<file path="src/rtl/fc_nn_pkg.sv">
// Shared definitions for the fully-connected layer parameter loader:
// layer geometry, byte width, loader state encoding and counter sizing.
package fc_nn_pkg;

    localparam int DATA_W = 8;
    localparam int N_IN   = 10;
    localparam int N_OUT  = 10;
    localparam int N_W    = N_IN * N_OUT;
    localparam int N_P    = N_W + N_OUT;

    typedef enum logic [1:0] {
        ST_IDLE   = 2'd0,
        ST_LOAD_W = 2'd1,
        ST_LOAD_B = 2'd2,
        ST_DRAIN  = 2'd3
    } fc_state_e;

    // Byte counter width: enough to index every parameter byte, never under 7 bits.
    function automatic int cnt_width(input int n_bytes);
        return ($clog2(n_bytes) > 7) ? $clog2(n_bytes) : 7;
    endfunction

endpackage

</file>
<file path="src/rtl/fc_param_loader_if.sv">
// Byte stream carrying weights followed by biases into the parameter loader.
interface fc_param_loader_if;
    import fc_nn_pkg::*;

    logic              s_valid;
    logic [DATA_W-1:0] s_data;
    logic              s_last;
    logic              s_ready;

    modport master (output s_valid, output s_data, output s_last, input s_ready);
    modport slave  (input s_valid, input s_data, input s_last, output s_ready);

endinterface

</file>
<file path="src/rtl/fc_param_bank.sv">
// Parameter byte storage. With FC_PARAM_SHADOW_EN defined, bytes land in a
// shadow bank and the whole image is copied to the live bank on commit;
// otherwise bytes are written straight into the live bank.
module fc_param_bank
    import fc_nn_pkg::*;
#(
    parameter int N_BYTES = fc_nn_pkg::N_P,
    parameter int ADDR_W  = 7
) (
    input  logic              clk,
    input  logic              reset,
    input  logic              we,
    input  logic [ADDR_W-1:0] waddr,
    input  logic [DATA_W-1:0] wdata,
`ifdef FC_PARAM_SHADOW_EN
    input  logic              commit,
`endif
    output logic [DATA_W-1:0] params [N_BYTES]
);

    logic [DATA_W-1:0] live_r [N_BYTES];

`ifdef FC_PARAM_SHADOW_EN
    logic [DATA_W-1:0] shadow_r [N_BYTES];

    // Stage incoming bytes in the shadow bank while a load is in progress.
    always_ff @(posedge clk or posedge reset) begin
        if (reset) begin
            for (int i = 0; i < N_BYTES; i++) shadow_r[i] <= {DATA_W{1'b0}};
        end else if (we) begin
            for (int i = 0; i < N_BYTES; i++) begin
                if (waddr == ADDR_W'(i)) shadow_r[i] <= wdata;
            end
        end
    end

    // Copy the full image on commit; the final byte arrives on that same edge.
    always_ff @(posedge clk or posedge reset) begin
        if (reset) begin
            for (int i = 0; i < N_BYTES; i++) live_r[i] <= {DATA_W{1'b0}};
        end else if (commit) begin
            for (int i = 0; i < N_BYTES; i++) begin
                live_r[i] <= (we && (waddr == ADDR_W'(i))) ? wdata : shadow_r[i];
            end
        end
    end
`else
    // Write each accepted byte directly into the live bank.
    always_ff @(posedge clk or posedge reset) begin
        if (reset) begin
            for (int i = 0; i < N_BYTES; i++) live_r[i] <= {DATA_W{1'b0}};
        end else if (we) begin
            for (int i = 0; i < N_BYTES; i++) begin
                if (waddr == ADDR_W'(i)) live_r[i] <= wdata;
            end
        end
    end
`endif

    assign params = live_r;

endmodule

</file>
<file path="src/rtl/fc_param_loader.sv">
// Fully-connected layer parameter loader: accepts a framed byte stream of
// N_IN*N_OUT weights followed by N_OUT biases and presents them as arrays.
// Optional feature macro: FC_PARAM_SHADOW_EN (atomic shadow-bank commit).
module fc_param_loader
    import fc_nn_pkg::*;
#(
    parameter int N_IN  = fc_nn_pkg::N_IN,
    parameter int N_OUT = fc_nn_pkg::N_OUT
) (
    input  logic              clk,
    input  logic              reset,
    input  logic              start,
    fc_param_loader_if.slave  s,
    output logic [DATA_W-1:0] weights [N_IN*N_OUT],
    output logic [DATA_W-1:0] biases  [N_OUT],
    output logic              params_valid,
    output logic              busy,
    output logic              done,
    output logic              err
);

    localparam int N_W   = N_IN * N_OUT;
    localparam int N_P   = N_W + N_OUT;
    localparam int CNT_W = cnt_width(N_P);

    localparam logic [1:0] IDLE   = ST_IDLE;
    localparam logic [1:0] LOAD_W = ST_LOAD_W;
    localparam logic [1:0] LOAD_B = ST_LOAD_B;
    localparam logic [1:0] DRAIN  = ST_DRAIN;

    localparam logic [CNT_W-1:0] CNT_LAST_W = CNT_W'(N_W - 1);
    localparam logic [CNT_W-1:0] CNT_LAST_P = CNT_W'(N_P - 1);
    localparam logic [CNT_W-1:0] CNT_ONE    = CNT_W'(1);

    logic [1:0]        state_r, state_nxt_s;
    logic [CNT_W-1:0]  cnt_r, cnt_nxt_s;
    logic              active_r, done_r, err_r, pv_r;
    logic              done_nxt_s, err_nxt_s, pv_nxt_s, we_s, xfer_s;
`ifdef FC_PARAM_SHADOW_EN
    logic              commit_s;
`endif
    logic [DATA_W-1:0] params_s [N_P];

    assign xfer_s = s.s_valid && active_r;

    // Next-state, counter and flag decode for one byte transfer per edge.
    always_comb begin
        state_nxt_s = state_r;
        cnt_nxt_s   = cnt_r;
        done_nxt_s  = 1'b0;
        err_nxt_s   = err_r;
        pv_nxt_s    = pv_r;
        we_s        = 1'b0;
`ifdef FC_PARAM_SHADOW_EN
        commit_s    = 1'b0;
`endif
        case (state_r)
            IDLE: begin
                if (start) begin
                    state_nxt_s = LOAD_W;
                    cnt_nxt_s   = {CNT_W{1'b0}};
                    err_nxt_s   = 1'b0;
`ifndef FC_PARAM_SHADOW_EN
                    pv_nxt_s    = 1'b0;
`endif
                end else begin
                    state_nxt_s = IDLE;
                end
            end
            LOAD_W, LOAD_B: begin
                if (xfer_s) begin
                    we_s = 1'b1;
                    if (s.s_last) begin
                        state_nxt_s = IDLE;
                        if (cnt_r == CNT_LAST_P) begin
                            done_nxt_s = 1'b1;
                            pv_nxt_s   = 1'b1;
`ifdef FC_PARAM_SHADOW_EN
                            commit_s   = 1'b1;
`endif
                        end else begin
                            err_nxt_s = 1'b1;
                        end
                    end else if (cnt_r == CNT_LAST_P) begin
                        // Frame overran: swallow bytes until the sender ends it.
                        state_nxt_s = DRAIN;
                        err_nxt_s   = 1'b1;
                    end else begin
                        cnt_nxt_s = cnt_r + CNT_ONE;
                        if (cnt_r == CNT_LAST_W) begin
                            state_nxt_s = LOAD_B;
                        end else begin
                            state_nxt_s = state_r;
                        end
                    end
                end else begin
                    state_nxt_s = state_r;
                end
            end
            DRAIN: begin
                if (xfer_s && s.s_last) begin
                    state_nxt_s = IDLE;
                end else begin
                    state_nxt_s = DRAIN;
                end
            end
            default: begin
                state_nxt_s = IDLE;
            end
        endcase
    end

    // State, counter and registered status outputs.
    always_ff @(posedge clk or posedge reset) begin
        if (reset) begin
            state_r  <= IDLE;
            cnt_r    <= {CNT_W{1'b0}};
            active_r <= 1'b0;
            done_r   <= 1'b0;
            err_r    <= 1'b0;
            pv_r     <= 1'b0;
        end else begin
            state_r  <= state_nxt_s;
            cnt_r    <= cnt_nxt_s;
            active_r <= (state_nxt_s != IDLE);
            done_r   <= done_nxt_s;
            err_r    <= err_nxt_s;
            pv_r     <= pv_nxt_s;
        end
    end

    fc_param_bank #(
        .N_BYTES (N_P),
        .ADDR_W  (CNT_W)
    ) u_bank (
        .clk    (clk),
        .reset  (reset),
        .we     (we_s),
        .waddr  (cnt_r),
        .wdata  (s.s_data),
`ifdef FC_PARAM_SHADOW_EN
        .commit (commit_s),
`endif
        .params (params_s)
    );

    // Split the flat byte image into weight and bias views.
    always_comb begin
        for (int i = 0; i < N_W; i++) weights[i] = params_s[i];
        for (int m = 0; m < N_OUT; m++) biases[m] = params_s[N_W + m];
    end

    assign s.s_ready    = active_r;
    assign busy         = active_r;
    assign done         = done_r;
    assign err          = err_r;
    assign params_valid = pv_r;

endmodule
</file>
<file path="src/flat_wrapper.sv">
// flat-port wrapper written by rule: the top's interface ports become plain ports
module fc_param_loader_flat import fc_nn_pkg::*;
#(
    parameter int N_IN  = fc_nn_pkg::N_IN,
    parameter int N_OUT = fc_nn_pkg::N_OUT
)
  (clk, reset, start, weights, biases, params_valid, busy, done, err, s_s_valid, s_s_data, s_s_last, s_s_ready);
  fc_param_loader_if s_i ();
  input  logic clk;
  input  logic reset;
  input  logic start;
  output logic [DATA_W-1:0] weights[N_IN*N_OUT];
  output logic [DATA_W-1:0] biases[N_OUT];
  output logic params_valid;
  output logic busy;
  output logic done;
  output logic err;
  input wire logic [$bits(s_i.s_valid)-1:0] s_s_valid;
  input wire logic [$bits(s_i.s_data)-1:0] s_s_data;
  input wire logic [$bits(s_i.s_last)-1:0] s_s_last;
  output wire logic [$bits(s_i.s_ready)-1:0] s_s_ready;
  assign s_i.s_valid = s_s_valid;
  assign s_i.s_data = s_s_data;
  assign s_i.s_last = s_s_last;
  assign s_s_ready = s_i.s_ready;
  fc_param_loader #(.N_IN(N_IN), .N_OUT(N_OUT)) u_core (.clk(clk), .reset(reset), .start(start), .s(s_i), .weights(weights), .biases(biases), .params_valid(params_valid), .busy(busy), .done(done), .err(err));
endmodule
</file>
<file path="config.mk">
export PLATFORM = sky130hd
export DESIGN_NAME = fc_param_loader_flat
export DESIGN_NICKNAME = d
export VERILOG_FILES = /design/src/rtl/fc_nn_pkg.sv /design/src/rtl/fc_param_loader_if.sv /design/src/rtl/fc_param_bank.sv /design/src/rtl/fc_param_loader.sv /design/src/flat_wrapper.sv
export SDC_FILE = /design/constraint.sdc
export NUM_CORES = 1
export LEC_CHECK = 0
export ABC_AREA = 1
export CORE_AREA = 2 2 345 347
export DETAILED_ROUTE_END_ITERATION = 8
export DIE_AREA = 0 0 347 349
export PLACE_DENSITY = 0.54
export SYNTH_ARGS = -nofsm -noshare
export SYNTH_HDL_FRONTEND = slang
export SYNTH_HIERARCHICAL = 1
export SYNTH_SLANG_ARGS = --single-unit
</file>
<file path="constraint.sdc">
create_clock -name clk -period 30.1 [get_ports clk]
set_clock_uncertainty 0.15 [all_clocks]
set_input_delay 4.515 -clock clk [delete_from_list [all_inputs] [get_ports clk]]
set_output_delay 4.515 -clock clk [all_outputs]
set_load 0.01 [all_outputs]
</file>
==> Yosys cells after proc, flatten, opt, wreduce, memory -nomap -nowiden <==
Index checks and enable logic that the tools add are counted.
{ "op_classes": {"add_sub_neg": 1, "eq_ne": 120, "muxes": 27, "n_reduce_logical": 120} }
{ "op_table": {"columns": ["op", "count"], "rows": [
  ["7-bit equality test (second input constant)", 46],
  ["7-bit by 6-bit equality test with 1-bit output (second input constant)", 32],
  ["2-bit AND reduction", 110],
  ["7-bit by 5-bit equality test with 1-bit output (second input constant)", 16],
  ["7-bit by 4-bit equality test with 1-bit output (second input constant)", 8],
  ["7-bit by 3-bit equality test with 1-bit output (second input constant)", 4],
  ["7-bit 2-to-1 mux", 4],
  ["5-bit AND reduction", 3],
  ["7-bit by 2-bit equality test with 1-bit output (second input constant)", 2],
  ["1-bit 2-to-1 mux", 14],
  ["7-bit case mux with 2 select lines", 1],
  ["2-bit 2-to-1 mux", 5],
  ["2-bit != test (second input constant)", 4],
  ["7-bit by 1-bit adder with 7-bit output (second input constant)", 1],
  ["7-bit by 1-bit equality test with 1-bit output (second input constant)", 1],
  ["7-bit zero test", 1],
  ["2-bit case mux with 3 select lines", 1],
  ["2-bit equality test (second input constant)", 2],
  ["2-bit by 1-bit != test with 1-bit output (second input constant)", 2],
  ["1-bit case mux with 2 select lines", 2],
  ["2-bit nonzero test", 2],
  ["3-bit by 2-bit != test with 1-bit output (second input constant)", 1],
  ["3-bit != test (second input constant)", 1],
  ["2-bit by 1-bit equality test with 1-bit output (second input constant)", 1],
  ["3 further kinds", 4]
]} }
{ "word_totals": {"ff_bits": 893, "input_bits": 13, "out_inout_bits": 885, "word_cells": 384} }

==> Logic depth before layout (Yosys ltp) <==
Gate-level depths: netlist of the first run.
{ "logic_depth": {"word_depth": 7, "depth_mapped": 12, "ltp_nobuf": 11} }

==> Cells and area by module <==
The synthesis of the first run kept the hierarchy.
{ "modules_own_cells": {"columns": ["mod", "n_inst", "cells_per_inst", "area_per_inst_um2", "seq_area_each_um2"], "rows": [
  ["fc_param_bank", 1, 3721, 33863.7, 22021.1],
  ["fc_param_loader", 1, 108, 792.0, 325.3]
]} }

==> Worst setup path after synthesis of the first run <==
No wires, ideal clock.
{ "synth_path": {"path_kind": "input-to-reg", "from": "in s_s_valid", "to": "reg u_core.u_bank.live_r, in the netlist u_core/u_bank/params[128]", "setup_ns": 0.133, "arrival_time_ns": 5.721, "t_required_ns": 29.817, "slack_ns": 24.096, "cell_stages": 10, "path_buffers": 3, "path_cell_list": "nand2_1 > nor2_1 > buf_4 > nand2_1 > nor2_4 > buf_4 > nand2_1 > buf_2 > nand2_1 > o21ai_0"} }
{ "synth_via": {"elab_chain_len": 4} }
{ "synth_rtl": {"columns": ["element", "line_no", "rtl"], "rows": [
  ["start, declared", "flat_wrapper.sv:18", "input wire logic [$bits(s_i.s_valid)-1:0] s_s_valid;"],
  ["1-bit logical AND", "fc_param_loader.sv:44", "assign xfer_s = s.s_valid && active_r;"],
  ["1-bit 2-to-1 mux", "fc_param_loader.sv:71", "if (xfer_s) begin"],
  ["1-bit 2-to-1 mux", "fc_param_loader.sv:57", "case (state_r)"],
  ["via u_core.we_s", "fc_param_loader.sv:38", "logic done_nxt_s, err_nxt_s, pv_nxt_s, we_s, xfer_s;"],
  ["2-bit AND reduction (no source line)", null, null],
  ["end signal, assigned by index", "fc_param_bank.sv:54", "if (waddr == ADDR_W'(i)) live_r[i] <= wdata;"],
  ["end, declared", "fc_param_bank.sv:21", "logic [DATA_W-1:0] live_r [N_BYTES];"]
]} }
The timed path passes the listed nets, and every way through them passes these cells.
A chain may end at the register's enable or synchronous reset.

==> metrics.txt, run 1 <==
status=finished, final reports clean; synth top area cells=dfrtp_1 (64%), nand2_1 (21%), o21ai_0 (3.8%), nand3_1 (3.4%), nand4_1 (2.9%); Crit path required time=30.67 ns; Layout Utilization=0.413; clock-pin slew on the worst setup and hold paths=0.06 ns; Reg area=22300 µm²; reg-to-reg endpoint=u_core/u_bank/params[517]; CP arrival=8.88 ns; DR pass1 iterations=5; syn avg cell area=9.05 µm²; placed instance count=6083; Final Setup Violations=0; post-route minimum period=8.31 ns; H-tree Lvls=3; worst-case clock buffer depth=3; Synth area leader=dfrtp_1; DRC viols=0; LEAKAGE=23.7 nW; TritonCTS clock tree=yes; Die ar.=121000 µm²; CP Class=input pin to asynchronous set/reset pin; Ant. Diodes=0; post-CTS setup buffers=0; core area=117000 µm²; remaining global-route overflow=0; register bit count reported by yosys=893; final critical-path share of the clock period=0.276; area added between synthesis and finish=40.0%; peak supply drop=0.0523 mV; CP max FO=113; # rows=126; PD cells=60.3 nW/µm²; fmax=120 MHz; drt initial violations=2586; vias in the first global route=29309; height of the die=349 µm; die width=347 µm; detailed placement HPWL=101000 µm; Antenna Nets Post-Route=0; Worst-Skew Late Latency=0.69 ns; max cap viols=0; cts bufs inserted=98; Main synth FF type=dfrtp_1; multi-input logic area=11200 µm²; path category of the worst min-delay check=flip-flop to flip-flop; Final GP Congestion=0.818; Hold EP=u_core/u_bank/params[876]; synth warn=6; synthesized instance count=3829; Post-synth ARST share=1.00; initial antenna violation count=4; Starting Density=0.295; worst r2r src=u_core/state_r[0]; r2r setup slk=25.97 ns; startpoint types=input pin; hold path cells=2; Synth Net Count=3846; Fillers=11745; most numerous cell in the Yosys netlist=nand2_1; Mapped Area=34700 µm²; library cells used by synthesis=25; Synth top cells by count=nand2_1 (1901), dfrtp_1 (893), o21ai_0 (265), nand3_1 (232), nand4_1 (162); routed wire length per instance=23.9 µm; overall routed net length=150000 µm; RSZ-0062 raised after global routing=false; Final Max Tran Viols=0; vias per cell=4.85; io pins=898; TNS Setup=0 ns; Final Net Count=4664; CTS root buf=clkbuf_16; first-pass GRT wire length=215000 µm; Worst slew margin=0.322; largest net degree at the start of global routing=114; share of the synthesized area in the top cell type=0.645; EDFF count, synth=0; post-cts sizing count=0; sequential element share of the synthesized area=0.645; R2R depth=10; Worst-Margin Slew=1.02 ns; pre-CTS setup slack=20.92 ns; GRT Util Overall=0.241; CTS Hold Buffers Added=0; Layout Cells excl Fill=6262; Critical Path End Type=asynchronous set/reset pin; via count=30341; # port buffers=897; worst min-delay path startpoint=u_core/u_bank/params[876]; Worst Setup Slack, final=21.79 ns; Hold Violations, Final=0; # clock sinks=893; layout cells sized above 1=0.0552
-- through the flow --
stage          power (mW)  instance area, µm²  hold WS (ns)
3_3_place_gp         1.66               45000         0.302
4_1_cts              2.96               48500         0.321
2_1_floorplan        1.46               34700         0.359
6_report             2.93               48500         0.318
5_1_grt              3.04               48500         0.330
3_5_place_dp         1.66               45000         0.307
-- worst max-delay path: stages --
cell             delay, ns
clkdlybuf4s50_1       0.52
inv_8                 0.62
buf_4                 0.77
buf_4                 0.80
buf_4                 0.71
buf_4                 0.74
-- cells in the final DEF (no fill, tap or decap), drive strengths merged, types with 10 or more instances in the layout --
| master | n |
|---|---|
| inv | 43 |
| nand3 | 232 |
| nor2 | 74 |
| clkinv | 22 |
| clkbuf | 144 |
| dfrtp | 893 |
| bufinv | 10 |
| buf | 62 |
| nand2 | 1902 |
| nand4 | 162 |
| clkdlybuf4s50 | 889 |
| o21ai | 269 |
-- metal layers --
layer	track usage	share of wire	vias up	routed length (µm)
li1	-	-	13909	-
met1	0.313	0.42	15137	63100
met2	0.388	0.47	1035	70800
met3	0.0517	0.062	256	9250
met4	0.102	0.044	4	6520
met5	0	0.00017	-	26
-- flip-flops by register name, indices dropped and copies added (netlist names) --
register              cells
u_core/done               1
u_core/busy               1
u_core/u_bank/params    880
u_core/params_valid       1
u_core/state_r            2
u_core/err                1
u_core/cnt_r              7
-- cells by family after synthesis --
group	count (synthesis)	share of synthesized area
adder cells (fa/ha/maj)	4	0.00144
XOR/XNOR	5	0.00126
flip-flops	893	0.645
AND/OR/NAND/NOR	2375	0.279
buffers and inverters	278	0.0339
AO/OA/AOI/OAI	274	0.0400
-- report_power, final --
group	leakage, nW	total, mW	switching (mW)	internal [mW]
logic	9.54	0.361	0.258	0.103
clock network	1.71	1.29	0.526	0.768
registers	12.4	1.27	0.0303	1.24
total	23.7	2.93	0.814	2.11
-- cell type report --
class / count / area share
Sequential cell: 893 / 0.460
Multi-Input combinational cell: 2658 / 0.231
Timing Repair Buffer: 951 / 0.193
Clock buffer: 144 / 0.0609
Tap cell: 1536 / 0.0396
Clock inverter: 35 / 0.0110
Inverter: 45 / 0.00364
-- worst max path at each step --
stage / start / to / slack (ns) / depth (start not counted)
finish: reset / u_core/u_bank/params[663] / 21.79 / 6
CTS: reset / u_core/u_bank/params[538] / 21.69 / 6
floorplan: reset / u_core/u_bank/params[0] / 0.70 / 1
detailed placement: reset / u_core/u_bank/params[639] / 20.92 / 6
global placement: reset / u_core/u_bank/params[669] / 20.95 / 6
global route: reset / u_core/u_bank/params[576] / 21.23 / 6
No activity file was read; power rests on OpenSTA's default activity.
==> run 2, diff against run 1 <==
- clock period: 30.1 -> 6.8 ns (I/O delays scaled with it)
==> metrics.txt, run 2 (synthesis results as in run 1) <==
status=finished, final reports clean; vias in the first global route=29530; largest net degree at the start of global routing=133; final critical-path share of the clock period=0.575; CP delay by family, top=simple AND/OR/NAND/NOR gates; via count=30468; io pins=898; Final GP Congestion=0.822; vias per cell=4.86; startpoint types=flip-flop; core area=117000 µm²; Final Max Tran Viols=0; LEAKAGE=23.7 nW; CP bufs+invs=3; Worst slew margin=0.172; Final Net Count=4665; most frequent cells in the layout=nand2_1 (1901), dfrtp_1 (893), clkdlybuf4s50_1 (889); CTS Hold Buffers Added=0; fmax=256 MHz; CP most frequent cell=nand2_1; GRT Util Overall=0.247; cts bufs inserted=99; Die ar.=121000 µm²; path category of the worst min-delay check=flip-flop to flip-flop; Antenna Nets Post-Route=0; crit-path max cell delay=0.83 ns; Reg area=22300 µm²; die width=347 µm; max FFs per register=880; TNS Setup=0 ns; Crit path required time=7.26 ns; DR pass1 iterations=5; most common cell after layout, fill and taps aside=nand2_1; worst-path cell chain=inv_1, ha_1, inv_2, nor2_4, buf_4, nand3_1, nor2_1, nand2_1, nand2_1; CP max FO=57; remaining global-route overflow=0; post-cts sizing count=0; area added between synthesis and finish=40.2%; DRC viols=0; overall routed net length=153000 µm; max cap viols=0; post-CTS setup buffers=0; CP arrival=4.38 ns; # rows=126; CTS root buf=clkbuf_16; Worst-Skew Late Latency=0.69 ns; r2r setup slk=2.89 ns; clock-pin slew on the worst setup and hold paths=0.06 ns; first-pass GRT wire length=220000 µm; height of the die=349 µm; PD cells=267 nW/µm²; Final Setup Violations=0; initial antenna violation count=4; Hold Violations, Final=0; layout cells sized above 1=0.0556; detailed placement HPWL=102000 µm; peak supply drop=0.229 mV; Critical Path End Type=flip-flop; Worst-Margin Slew=1.24 ns; Fillers=11672; worst-case clock buffer depth=3; # port buffers=897; TritonCTS clock tree=yes; Ant. Diodes=0; drt initial violations=2287; multi-input logic area=11200 µm²; # clock sinks=893; Starting Density=0.295; RSZ-0062 raised after global routing=false; CP Class=flip-flop to flip-flop; H-tree Lvls=3; Fin Hold WS=0.319 ns; Layout Cells excl Fill=6267; post-route minimum period=3.91 ns; placed instance count=6083; slowest stage cell, crit path=nand3_1; routed wire length per instance=24.4 µm
-- run 2: cell count changes in the layout (fill, tap and decap cells not counted) --
cell,previous run,this run
buf_12,0,5
buf_4,62,57
clkbuf_1,14,17
clkbuf_16,99,101
clkbuf_8,31,27
clkinv_1,4,3
clkinv_2,13,22
clkinv_8,2,1
clkinvlp_4,5,1
inv_1,34,35
inv_6,1,2
inv_8,1,0
-- run 2: worst reg2reg max path, stage by stage (launching register included) --
cell and delay (ns):
dfrtp_1 0.37, inv_1 0.05, ha_1 0.45, inv_2 0.16
nor2_4 0.26, buf_4 0.62, nand3_1 0.83, nor2_1 0.74
nand2_1 0.11, nand2_1 0.10
-- run 2: worst paths after layout --
path / start / endpoint / cells past startpoint
setup / recovery: u_core/state_r[0] / u_core/u_bank/params[867] / 9
max in group asynchronous: reset / u_core/u_bank/params[854] / 3
min in group asynchronous: reset / u_core/busy / 2
hold / removal: u_core/u_bank/params[672] / u_core/u_bank/params[672] / 2
setup reg to reg: u_core/state_r[0] / u_core/u_bank/params[867] / 9
hold reg to reg: u_core/u_bank/params[672] / u_core/u_bank/params[672] / 2
-- run 2: per-layer routing --
metal / GRT usage / share of wire / up-vias
met4: 0.122 / 0.053 / 0
li1: - / - / 13910
met5: 0 / 0 / -
met2: 0.395 / 0.47 / 1099
met1: 0.311 / 0.41 / 15174
met3: 0.0632 / 0.074 / 285
-- run 2: cell type report --
cell class / count / area share
clock inverters: 39 / 0.0110
inverters: 45 / 0.00355
clock buffers: 145 / 0.0610
repair buffers: 951 / 0.194
multi-input cells: 2658 / 0.231
flip-flops and latches: 893 / 0.460
well taps: 1536 / 0.0395
-- run 2: report_power, final --
| part | switching, mW | internal, mW |
|---|---|---|
| Clock | 2.34 | 3.41 |
| Sequential | 0.144 | 5.50 |
| Combinational | 1.14 | 0.454 |
| Total | 3.62 | 9.36 |
-- run 2: stage by stage --
| stage | instance area, µm² | power, mW | utilization | setup WS [ns] |
|---|---|---|---|---|
| 2_1_floorplan | 34700 | 6.46 | - | -6.47 |
| 5_1_grt | 48600 | 13.5 | 0.414 | 2.70 |
| 3_5_place_dp | 45100 | 7.34 | 0.384 | 2.32 |
| 6_report | 48600 | 13.0 | 0.414 | 2.89 |
| 3_3_place_gp | 45100 | 7.34 | 0.384 | 2.21 |
| 4_1_cts | 48600 | 13.1 | 0.414 | 2.89 |
==> run 3, diff against run 2 <==
- PLACE_DENSITY: 0.54 -> 0.52
- clock period: 6.8 -> 4.1 ns (I/O delays scaled with it)
==> metrics.txt, run 3 (synthesis results as in run 1) <==
routed wire length per instance=24.0 µm; DRC viols=0; vias per cell=4.83; max cap viols=0; core area=117000 µm²; H-tree Lvls=3; TNS Setup=0 ns; first-pass GRT wire length=216000 µm; overall routed net length=151000 µm; slowest stage cell, crit path=nor2_4; Final Max Tran Viols=0; initial antenna violation count=6; Worst-Margin Slew=1.06 ns; height of the die=349 µm; RSZ-0062 raised after global routing=false; Antenna Nets Post-Route=0; via count=30446; clock-pin slew on the worst setup and hold paths=0.06 ns; layout cells sized above 1=0.0615; CTS root buf=clkbuf_16; CP delay by family, top=simple AND/OR/NAND/NOR gates; LEAKAGE=23.9 nW; post-CTS setup buffers=0; CP max FO=16; Critical Path End Type=flip-flop; Reg area=22300 µm²; DR pass1 iterations=7; CTS Hold Buffers Added=0; drt initial violations=2549; Worst slew margin=0.295; status=finished, final reports clean; post-cts sizing count=0; CP Class=flip-flop to flip-flop; crit-path max cell delay=0.56 ns; CP bufs+invs=2; Fillers=11499; # port buffers=897; Ant. Diodes=0; Final Net Count=4702; # rows=126; most common cell after layout, fill and taps aside=nand2_1; Hold Violations, Final=0; peak supply drop=0.339 mV; PD cells=434 nW/µm²; worst-path cell chain=inv_1, ha_1, inv_2, nor2_4, nand2_1, nor2_4, nand2_1, o21ai_0; worst-case clock buffer depth=3; path category of the worst min-delay check=input pin to flip-flop; detailed placement HPWL=103000 µm; Crit path required time=4.55 ns; Final GP Congestion=0.828; cts bufs inserted=100; multi-input logic area=11200 µm²; remaining global-route overflow=0; Fin Hold WS=0.0957 ns; vias in the first global route=29061; fmax=299 MHz; io pins=898; post-route minimum period=3.35 ns; final critical-path share of the clock period=0.817; area added between synthesis and finish=41.1%; TritonCTS clock tree=yes; startpoint types=flip-flop; die width=347 µm; largest net degree at the start of global routing=147; Worst-Skew Late Latency=0.68 ns; most frequent cells in the layout=nand2_1 (1901), dfrtp_1 (893), clkdlybuf4s50_1 (889); max FFs per register=880; # clock sinks=893; Die ar.=121000 µm²; Starting Density=0.295; Final Setup Violations=0; CP arrival=3.80 ns; GRT Util Overall=0.244
## run 3: cell count changes in the layout (fill, tap and decap cells not counted), sizes merged
cell	previous run	this run
inv	44	43
bufinv	10	5
buf	62	98
clkinv	29	31
clkbuf	145	144
clkinvlp	1	3
## run 3: final cells by class
type | instances | area share
clock buffers | 144 | 0.0601
clock inverters | 37 | 0.00831
inverters | 45 | 0.00353
multi-input cells | 2658 | 0.230
flip-flops and latches | 893 | 0.457
well taps | 1536 | 0.0393
repair buffers | 987 | 0.202
## run 3: worst paths after layout
| check | startpoint | slack, ns | cells past startpoint | to |
|---|---|---|---|---|
| max | u_core/state_r[0] | 0.75 | 8 | u_core/u_bank/params[206] |
| min | s_s_data[2] | 0.1 | 3 | u_core/u_bank/params[858] |
| max reg2reg | u_core/state_r[0] | 0.75 | 8 | u_core/u_bank/params[206] |
| min reg2reg | u_core/u_bank/params[844] | 0.32 | 2 | u_core/u_bank/params[844] |
| max in group asynchronous | reset | 2.39 | 3 | u_core/u_bank/params[721] |
| min in group asynchronous | reset | 0.23 | 2 | u_core/state_r[0] |
## run 3: per-stage QoR
step	util	instances	setup WS [ns]	instance area (µm²)	power, mW
finish	0.416	6300	0.750	48900	21.2
CTS	0.416	6300	0.665	48900	21.5
detailed placement	0.388	6119	0.527	45600	12.2
global placement	0.388	6119	0.574	45600	12.2
floorplan	-	3829	-8.76	34700	10.7
global route	0.416	6300	0.413	48900	22.0
## run 3: layer usage
layer	global-route usage	wire length, µm	up-vias
met4	0.115	7480	2
met2	0.390	70800	1173
met5	0	13	-
met1	0.315	62700	15014
met3	0.0518	10300	267
li1	-	-	13990
## run 3: power by group
group	total [mW]	internal, mW	switching, mW	leakage (nW)
Sequential	9.32	9.11	0.210	12.4
Clock	9.17	5.31	3.85	1.66
Combinational	2.73	0.814	1.91	9.79
Total	21.2	15.2	5.98	23.9
## run 3: worst reg2reg max path, cell delays in order (launching register included)
cell	delay [ns]
dfrtp_1	0.39
inv_1	0.06
ha_1	0.46
inv_2	0.17
nor2_4	0.36
nand2_1	0.22
nor2_4	0.56
nand2_1	0.55
o21ai_0	0.35
